## src/rtl/output_sequencer.sv

```systemverilog
// output_sequencer
//   Brings up the HDMI output path. It waits for both PLLs to be locked
//   continuously, releases the ADV7513 configurator, waits for it to report
//   ready and then for a frame buffer to become ready, and only then releases
//   ram2video. Losing lock, changing video mode or losing ADV7513 ready sends
//   the sequencer back to IDLE, and each such return is counted.
//
//   Optional feature: define WATCHDOG_EN to bound ADV_WAIT to READY_TIMEOUT
//   cycles. On timeout the block enters FAULT, sets the sticky error flag,
//   holds for STABLE_CYCLES cycles and then restarts.
//
// Parameters
//   STABLE_CYCLES  cycles both locks must be high before bring-up proceeds
//   READY_TIMEOUT  ADV_WAIT cycle limit (WATCHDOG_EN builds only)
// Ports
//   clock             in   HDMI pixel clock, the only clock of the block
//   reset             in   synchronous, active-high
//   pll54_locked      in   PLL lock flag, asynchronous
//   pll74_locked      in   PLL lock flag, asynchronous
//   adv7513_ready     in   ADV7513 configuration done, asynchronous
//   line_doubler      in   video mode from the 54 MHz domain, asynchronous
//   frame_start       in   single-cycle buffer-ready pulse, clock domain
//   adv7513_enable    out  releases the ADV7513 configurator
//   ram2video_enable  out  releases ram2video output generation
//   state             out  current state encoding
//   restart_count     out  saturating count of restarts
//   error             out  watchdog fault flag
module output_sequencer #(
  parameter int unsigned STABLE_CYCLES = 1024,
  parameter int unsigned READY_TIMEOUT = 1048576
) (
  input  logic       clock,
  input  logic       reset,
  input  logic       pll54_locked,
  input  logic       pll74_locked,
  input  logic       adv7513_ready,
  input  logic       line_doubler,
  input  logic       frame_start,
  output logic       adv7513_enable,
  output logic       ram2video_enable,
  output logic [2:0] state,
  output logic [7:0] restart_count,
  output logic       error
);

  localparam int unsigned CNT_MAX = (STABLE_CYCLES > READY_TIMEOUT) ? STABLE_CYCLES : READY_TIMEOUT;
  localparam int unsigned CW = $clog2(CNT_MAX + 1);
  localparam logic [CW-1:0] STABLE_LAST = CW'(STABLE_CYCLES - 1);
`ifdef WATCHDOG_EN
  localparam logic [CW-1:0] READY_LAST = CW'(READY_TIMEOUT - 1);
`endif

  typedef enum logic [2:0] {
    IDLE      = 3'd0,
    WAIT_LOCK = 3'd1,
    ADV_START = 3'd2,
    ADV_WAIT  = 3'd3,
    SYNC_WAIT = 3'd4,
    RUN       = 3'd5,
    FAULT     = 3'd6
  } state_t;

  // Synchronizer bit order: {pll54, pll74, ready, line_doubler}
  logic [3:0] sync1, sync2;
  logic       ld_prev;
  logic       lk54, lk74, rdy, ld;

  state_t        state_q, state_n;
  logic [CW-1:0] cnt_q, cnt_n;
  logic          rc_inc;
  logic          locks, ld_chg, restart;

  assign {lk54, lk74, rdy, ld} = sync2;
  assign locks  = lk54 & lk74;
  assign ld_chg = ld ^ ld_prev;
  assign state  = state_q;

  always_comb begin
    state_n = state_q;
    cnt_n   = cnt_q;
    rc_inc  = 1'b0;
    restart = 1'b0;
    if (state_q inside {ADV_START, ADV_WAIT, SYNC_WAIT, RUN})
      restart = !locks || ld_chg || ((state_q inside {SYNC_WAIT, RUN}) && !rdy);

    case (state_q)
      IDLE: begin
        cnt_n   = '0;
        state_n = WAIT_LOCK;
      end
      WAIT_LOCK: begin
        // A mode change only restarts the stability window here.
        if (ld_chg || !locks) begin
          cnt_n = '0;
        end else if (cnt_q == STABLE_LAST) begin
          cnt_n   = '0;
          state_n = ADV_START;
        end else begin
          cnt_n = cnt_q + CW'(1);
        end
      end
      ADV_START: begin
        cnt_n   = '0;
        state_n = ADV_WAIT;
      end
      ADV_WAIT: begin
        if (rdy) begin
          cnt_n   = '0;
          state_n = SYNC_WAIT;
        end else begin
`ifdef WATCHDOG_EN
          if (cnt_q == READY_LAST) begin
            cnt_n   = '0;
            state_n = FAULT;
          end else begin
            cnt_n = cnt_q + CW'(1);
          end
`else
          cnt_n = '0;
`endif
        end
      end
      SYNC_WAIT: begin
        if (frame_start) state_n = RUN;
      end
      RUN: ;
      FAULT: begin
`ifdef WATCHDOG_EN
        if (cnt_q == STABLE_LAST) begin
          cnt_n   = '0;
          rc_inc  = 1'b1;
          state_n = IDLE;
        end else begin
          cnt_n = cnt_q + CW'(1);
        end
`else
        cnt_n   = '0;
        state_n = IDLE;
`endif
      end
      default: begin
        cnt_n   = '0;
        state_n = IDLE;
      end
    endcase

    // Restart overrides any forward transition; multiple causes count once.
    if (restart) begin
      cnt_n   = '0;
      rc_inc  = 1'b1;
      state_n = IDLE;
    end
  end

  // Enables are registered from the next state so they track state exactly.
  always_ff @(posedge clock) begin
    if (reset) begin
      sync1            <= '0;
      sync2            <= '0;
      ld_prev          <= 1'b0;
      state_q          <= IDLE;
      cnt_q            <= '0;
      restart_count    <= '0;
      adv7513_enable   <= 1'b0;
      ram2video_enable <= 1'b0;
    end else begin
      sync1            <= {pll54_locked, pll74_locked, adv7513_ready, line_doubler};
      sync2            <= sync1;
      ld_prev          <= ld;
      state_q          <= state_n;
      cnt_q            <= cnt_n;
      adv7513_enable   <= state_n inside {ADV_START, ADV_WAIT, SYNC_WAIT, RUN};
      ram2video_enable <= (state_n == RUN);
      if (rc_inc && restart_count != '1)
        restart_count <= restart_count + 8'd1;
    end
  end

`ifdef WATCHDOG_EN
  always_ff @(posedge clock) begin
    if (reset)
      error <= 1'b0;
    else if (state_n == FAULT)
      error <= 1'b1;
  end
`else
  assign error = 1'b0;
`endif

endmodule

```

## config.mk

```make
export PLATFORM = sky130hd
export DESIGN_NAME = output_sequencer
export DESIGN_NICKNAME = d
export VERILOG_FILES = /design/src/rtl/output_sequencer.sv
export SDC_FILE = /design/constraint.sdc
export NUM_CORES = 1
export LEC_CHECK = 0
export CORE_ASPECT_RATIO = 1.25
export CORE_UTILIZATION = 27
export CTS_CLUSTER_SIZE = 12
export DETAILED_ROUTE_END_ITERATION = 7
export GPL_ROUTABILITY_DRIVEN = 0
export SLEW_MARGIN = 20
export SYNTH_ARGS = -nofsm -noshare
export SYNTH_HDL_FRONTEND = slang
export SYNTH_SLANG_ARGS = --single-unit
```

## constraint.sdc

```tcl
create_clock -name clock -period 2.4 [get_ports clock]
set_clock_uncertainty 0.05 [all_clocks]
set_input_delay 0.72 -clock clock [delete_from_list [all_inputs] [get_ports clock]]
set_output_delay 0.72 -clock clock [all_outputs]
set_load 0.02 [all_outputs]
```

==> Yosys cells after proc, flatten, opt, wreduce, memory -nomap -nowiden <==
Index checks and enable logic that the tools add are counted.
{ "word_totals": {"ramBits": 0, "rom_bits": 0, "memories": 0, "ff_bits": 43, "elab_cells": 46, "output_inout_bits": 14, "in_bits": 7, "latch_bits": 0} }
{ "op_classes": {"bitwise": 2, "mux": 11, "div": 0, "n_addsub": 2, "n_lt_le_gt_ge": 0, "n_mul": 0, "reduce_logical": 12, "n_eq_ne": 11, "n_shift": 0} }
{ "ops": {"columns": ["cell", "count"], "rows": [
  ["21-bit 2-to-1 mux", 2],
  ["21-bit one-hot mux with 2 select lines", 1],
  ["21-bit by 1-bit adder with 21-bit output, second input constant", 1],
  ["21-bit by 10-bit == test with 1-bit output, second input constant", 1],
  ["3-bit one-hot mux with 6 select lines", 1],
  ["3-bit 2-to-1 mux", 5],
  ["3-bit by 2-bit == test with 1-bit output, second input constant", 4],
  ["3-bit == test, second input constant", 4],
  ["8-bit by 1-bit adder with 8-bit output, second input constant", 1],
  ["8-bit != test, second input constant", 1],
  ["4-bit nonzero test", 2],
  ["2-bit OR reduction", 2],
  ["3-bit by 1-bit == test with 1-bit output, second input constant", 1],
  ["3-bit logical NOT", 1],
  ["1-bit logical AND", 2],
  ["1-bit logical NOT", 2],
  ["1-bit logical OR", 2],
  ["1-bit 2-to-1 mux", 2],
  ["2-bit nonzero test", 1],
  ["1-bit bitwise AND", 1],
  ["1-bit bitwise XOR", 1]
]} }

==> Depth between registers and ports, before layout <==
{ "depth": {"depth_word": 8, "mapped_depth": 8, "ltp_nobuf": 6} }

==> Worst setup path before layout <==
No wires, ideal clock.
{ "synth_timing": {"kind": "register to register", "startpoint": "reg restart_count[0]", "endpoint": "reg restart_count[1]", "slack_ns": 0.599, "arrival_time_ns": 1.624, "required_time_ns": 2.222, "path_buffers": 0, "path_stages_with_launch": 7, "path_cell_list": "dfxtp_1 > ha_1 > nand3_1 > nor3_1 > a21oi_1 > mux2i_1 > nor2_1"} }
{ "synth_between": {"elab_chain_cells": 2, "word_cells_on_any_way": 3, "classes_between": "1 x add/sub; 1 x eq/ne; 1 x reduce/logical"} }
{ "synth_lines": {"columns": ["item", "line", "rtl"], "rows": [
  ["start, declared", "42", "output logic [7:0] restart_count,"],
  ["start signal, assigned", "175", "restart_count <= restart_count + 8'd1;"],
  ["parallel branches: the longest is 2 deep, another holds 8-bit by 1-bit adder with 8-bit output", null, null]
]} }
Several ways; the timed one is not identified.
A chain may end at the register's enable or synchronous reset.

==> Worst setup path after layout <==
{ "layout_timing": {"startpoint": "reg state_q[1], in the netlist state[1]", "endpoint": "out state[1]"} }
{ "layout_lines": {"columns": ["item", "line", "rtl"], "rows": [
  ["start, declared", "68", "state_t state_q, state_n;"],
  ["start signal, assigned", "170", "state_q <= state_n;"],
  ["end, declared", "41", "output logic [2:0] state,"]
]} }
No word-level cell between the ends.

==> results.json <==
{
  "status": "finished clean",
  "hold_viol": 0,
  "die_h_um": 101.0,
  "io_buffers": 19,
  "synth_nets": 260,
  "cts-htree-levels": 2,
  "rsz0062_at_grt": "false",
  "dr.pass1.iters": 4,
  "required_ns": 1.63,
  "fin_nets": 280,
  "power.leakage_nw": 0.7813,
  "crit_family": "buffers and inverters",
  "drive_above_1_share_pct": 9.559,
  "peakVddDrop_uv": 288.4,
  "antenna_cells": 0,
  "cts_resized": 0,
  "synth_compound_area_share_pct": 15.32,
  "worst_hold_slack_ns": 0.3895,
  "muxShareOfSynthArea_pct": 0.9462,
  "yosysTopAreaCellShare_pct": 40.69,
  "final_cell_mix": "43 x dfxtp_1, 30 x nand2_1, 21 x a31oi_1",
  "synth.distinct_cells": 43,
  "cts_buffer_depth": 2,
  "vias": 1839,
  "tns_ns": 0,
  "viasPerCell": 5.052,
  "worst_path_max_delay_cell": "clkdlybuf4s50_1",
  "yosysSeqAreaShare_pct": 40.69,
  "cp.arrival_ns": 1.42,
  "syn_avg_cell_area_um2": 8.429,
  "rows": 35,
  "clkTransAtPathRegs_ns": 0.09,
  "synth_edf_count": 0,
  "cts.hold.buffers_added": 0,
  "fin_area_um2": 2519,
  "grt.met3_usage_pct": 2.172,
  "async_reset_ff_share_pct": 0,
  "period_share_pct": 91.15,
  "dieArea_um2": 8196,
  "die_w_um": 81.18,
  "antenna_left": 0,
  "grt_util_met1_pct": 14.87,
  "cts_tree": "done",
  "grt_pass1_wl_um": 7603,
  "synthTopCellsByArea": "dfxtp_1 41%, a31oi_1 6.2%, nand2_1 5.3%, nand3_1 4.5%, nor2b_1 4.1%",
  "drv_cap": 0,
  "postPlaceCellArea_um2": 2382,
  "synth_xor_area_share_pct": 3.726,
  "dpl.hpwl_um": 3063,
  "grt_antenna_before_repair": 0,
  "start_util_pct": 28.25,
  "drt_iter0_drc": 118,
  "end_kind": "output port",
  "wl_per_cell_um": 11.95,
  "cp.buffers_inverters": 1,
  "cellPowerDensity_nw_per_um2": 572.0,
  "setup_viol": 0,
  "gr-max-usage-layer": "met2",
  "yosysTopAreaCell": "dfxtp_1",
  "area_delta_synth_final_pct": 19.04,
  "post_cts_buffers": 0,
  "finalPower_w": 0.001441,
  "grt_pass1_vias": 1656,
  "max_stage_delay_ns": 0.66,
  "wl_um": 4351,
  "grt_max_degree": 22,
  "synthesis.area_um2": 2116,
  "synth_simple_gate_area_share_pct": 33.47,
  "clk-insertion-delay-late_ns": 0.30,
  "cts_inserted_buffers": 5,
  "layout.cells.most_common": "dfxtp_1",
  "max_freq_mhz": 457.1,
  "grt.overflow.total": 0,
  "crit_type": "reg -> out",
  "ys.flop_type": "dfxtp_1",
  "final_max_slew_viol_count": 0,
  "core_um2": 7488,
  "synthCells": 251,
  "root_buffer": "clkbuf_8",
  "crit_chain": "clkdlybuf4s50_1",
  "boundaryPins": 21,
  "yosys.area_share.adder_pct": 1.183,
  "grt_use_total_pct": 11.67,
  "drc": 0,
  "critPathMaxFanout": 9,
  "fin_crit_ns": 2.188,
  "start_kind": "register",
  "synth-seq-cells": 43,
  "yosysWarnings": 0,
  "hold_class": "reg -> reg",
  "use_met2_pct": 19.20,
  "clock-sinks": 43,
  "synth_top_family_by_area": "simple AND/OR/NAND/NOR gates"
}
==> synth_stat cells (4+ instances only) <==
| library cell | instances |
|---|---|
| and3_1 | 5 |
| nor2b_1 | 14 |
| nand3b_1 | 8 |
| xnor2_1 | 8 |
| nand2_1 | 30 |
| a211oi_1 | 5 |
| buf_2 | 4 |
| o21ai_0 | 4 |
| nor3_1 | 9 |
| nand3_1 | 19 |
| or3_1 | 4 |
| nor2_1 | 19 |
| nand4_1 | 5 |
| a21oi_1 | 10 |
| dfxtp_1 | 43 |
| a31oi_1 | 21 |
==> final cells by class <==
type                       instances  area (µm²)
clock buffer                       5       68.82
clock inverter                     3       67.56
fill                             770        4970
inverter                           1       3.754
multi-input combinational        194        1160
sequential                        43       860.8
tap                               92       115.1
timing repair buffer              26       242.7
==> state kept, by name, summed over array words and instances (netlist names) <==
name	flops
cnt_q	21
restart_count	8
adv7513_enable	1
ram2video_enable	1
sync1	4
sync2	4
ld_prev	1
state	3
==> per-stage QoR <==
step,utilization [%],std cells,worst slack (ns)
after global routing,33.63,364,0.1439
after CTS,33.63,364,0.1962
after global placement,31.81,356,0.2156
after floorplan,-,251,0.5989
after detailed placement,31.81,356,0.1870
final,33.63,364,0.2125
==> cells by family after synthesis <==
group / after synthesis
and+or+nand+nor: 130
AOI/OAI and AO/OA: 50
DFF: 43
buffers and inverters: 14
xor gates and xnor gates: 9
adders and majority gates: 2
muxes: 2
other: 1
==> where the power goes <==
part / switching [W] / internal [W]
logic: 0.0000216 / 0.0000202
registers: 0.00000473 / 0.000720
clock network: 0.000259 / 0.000415
total: 0.000285 / 0.00116
==> routing by layer <==
metal	up-vias	routed length, µm
li1	944	-
met1	850	1989
met2	37	2096
met3	8	175
met4	0	89
met5	-	0
==> final timing paths <==
path                                            start               endpoint  slack, ns  cells after the start
worst max-delay path              state[1]$_SDFF_PP0_               state[1]       0.21                      1
worst min-delay path              sync1[2]$_SDFF_PP0_    sync2[2]$_SDFF_PP0_       0.39                      1
worst max register to register  cnt_q[0]$_SDFFE_PP0P_  cnt_q[9]$_SDFFE_PP0P_       0.34                      6
worst min register to register    sync1[2]$_SDFF_PP0_    sync2[2]$_SDFF_PP0_       0.39                      1
(Power assumes the default switching activity.)
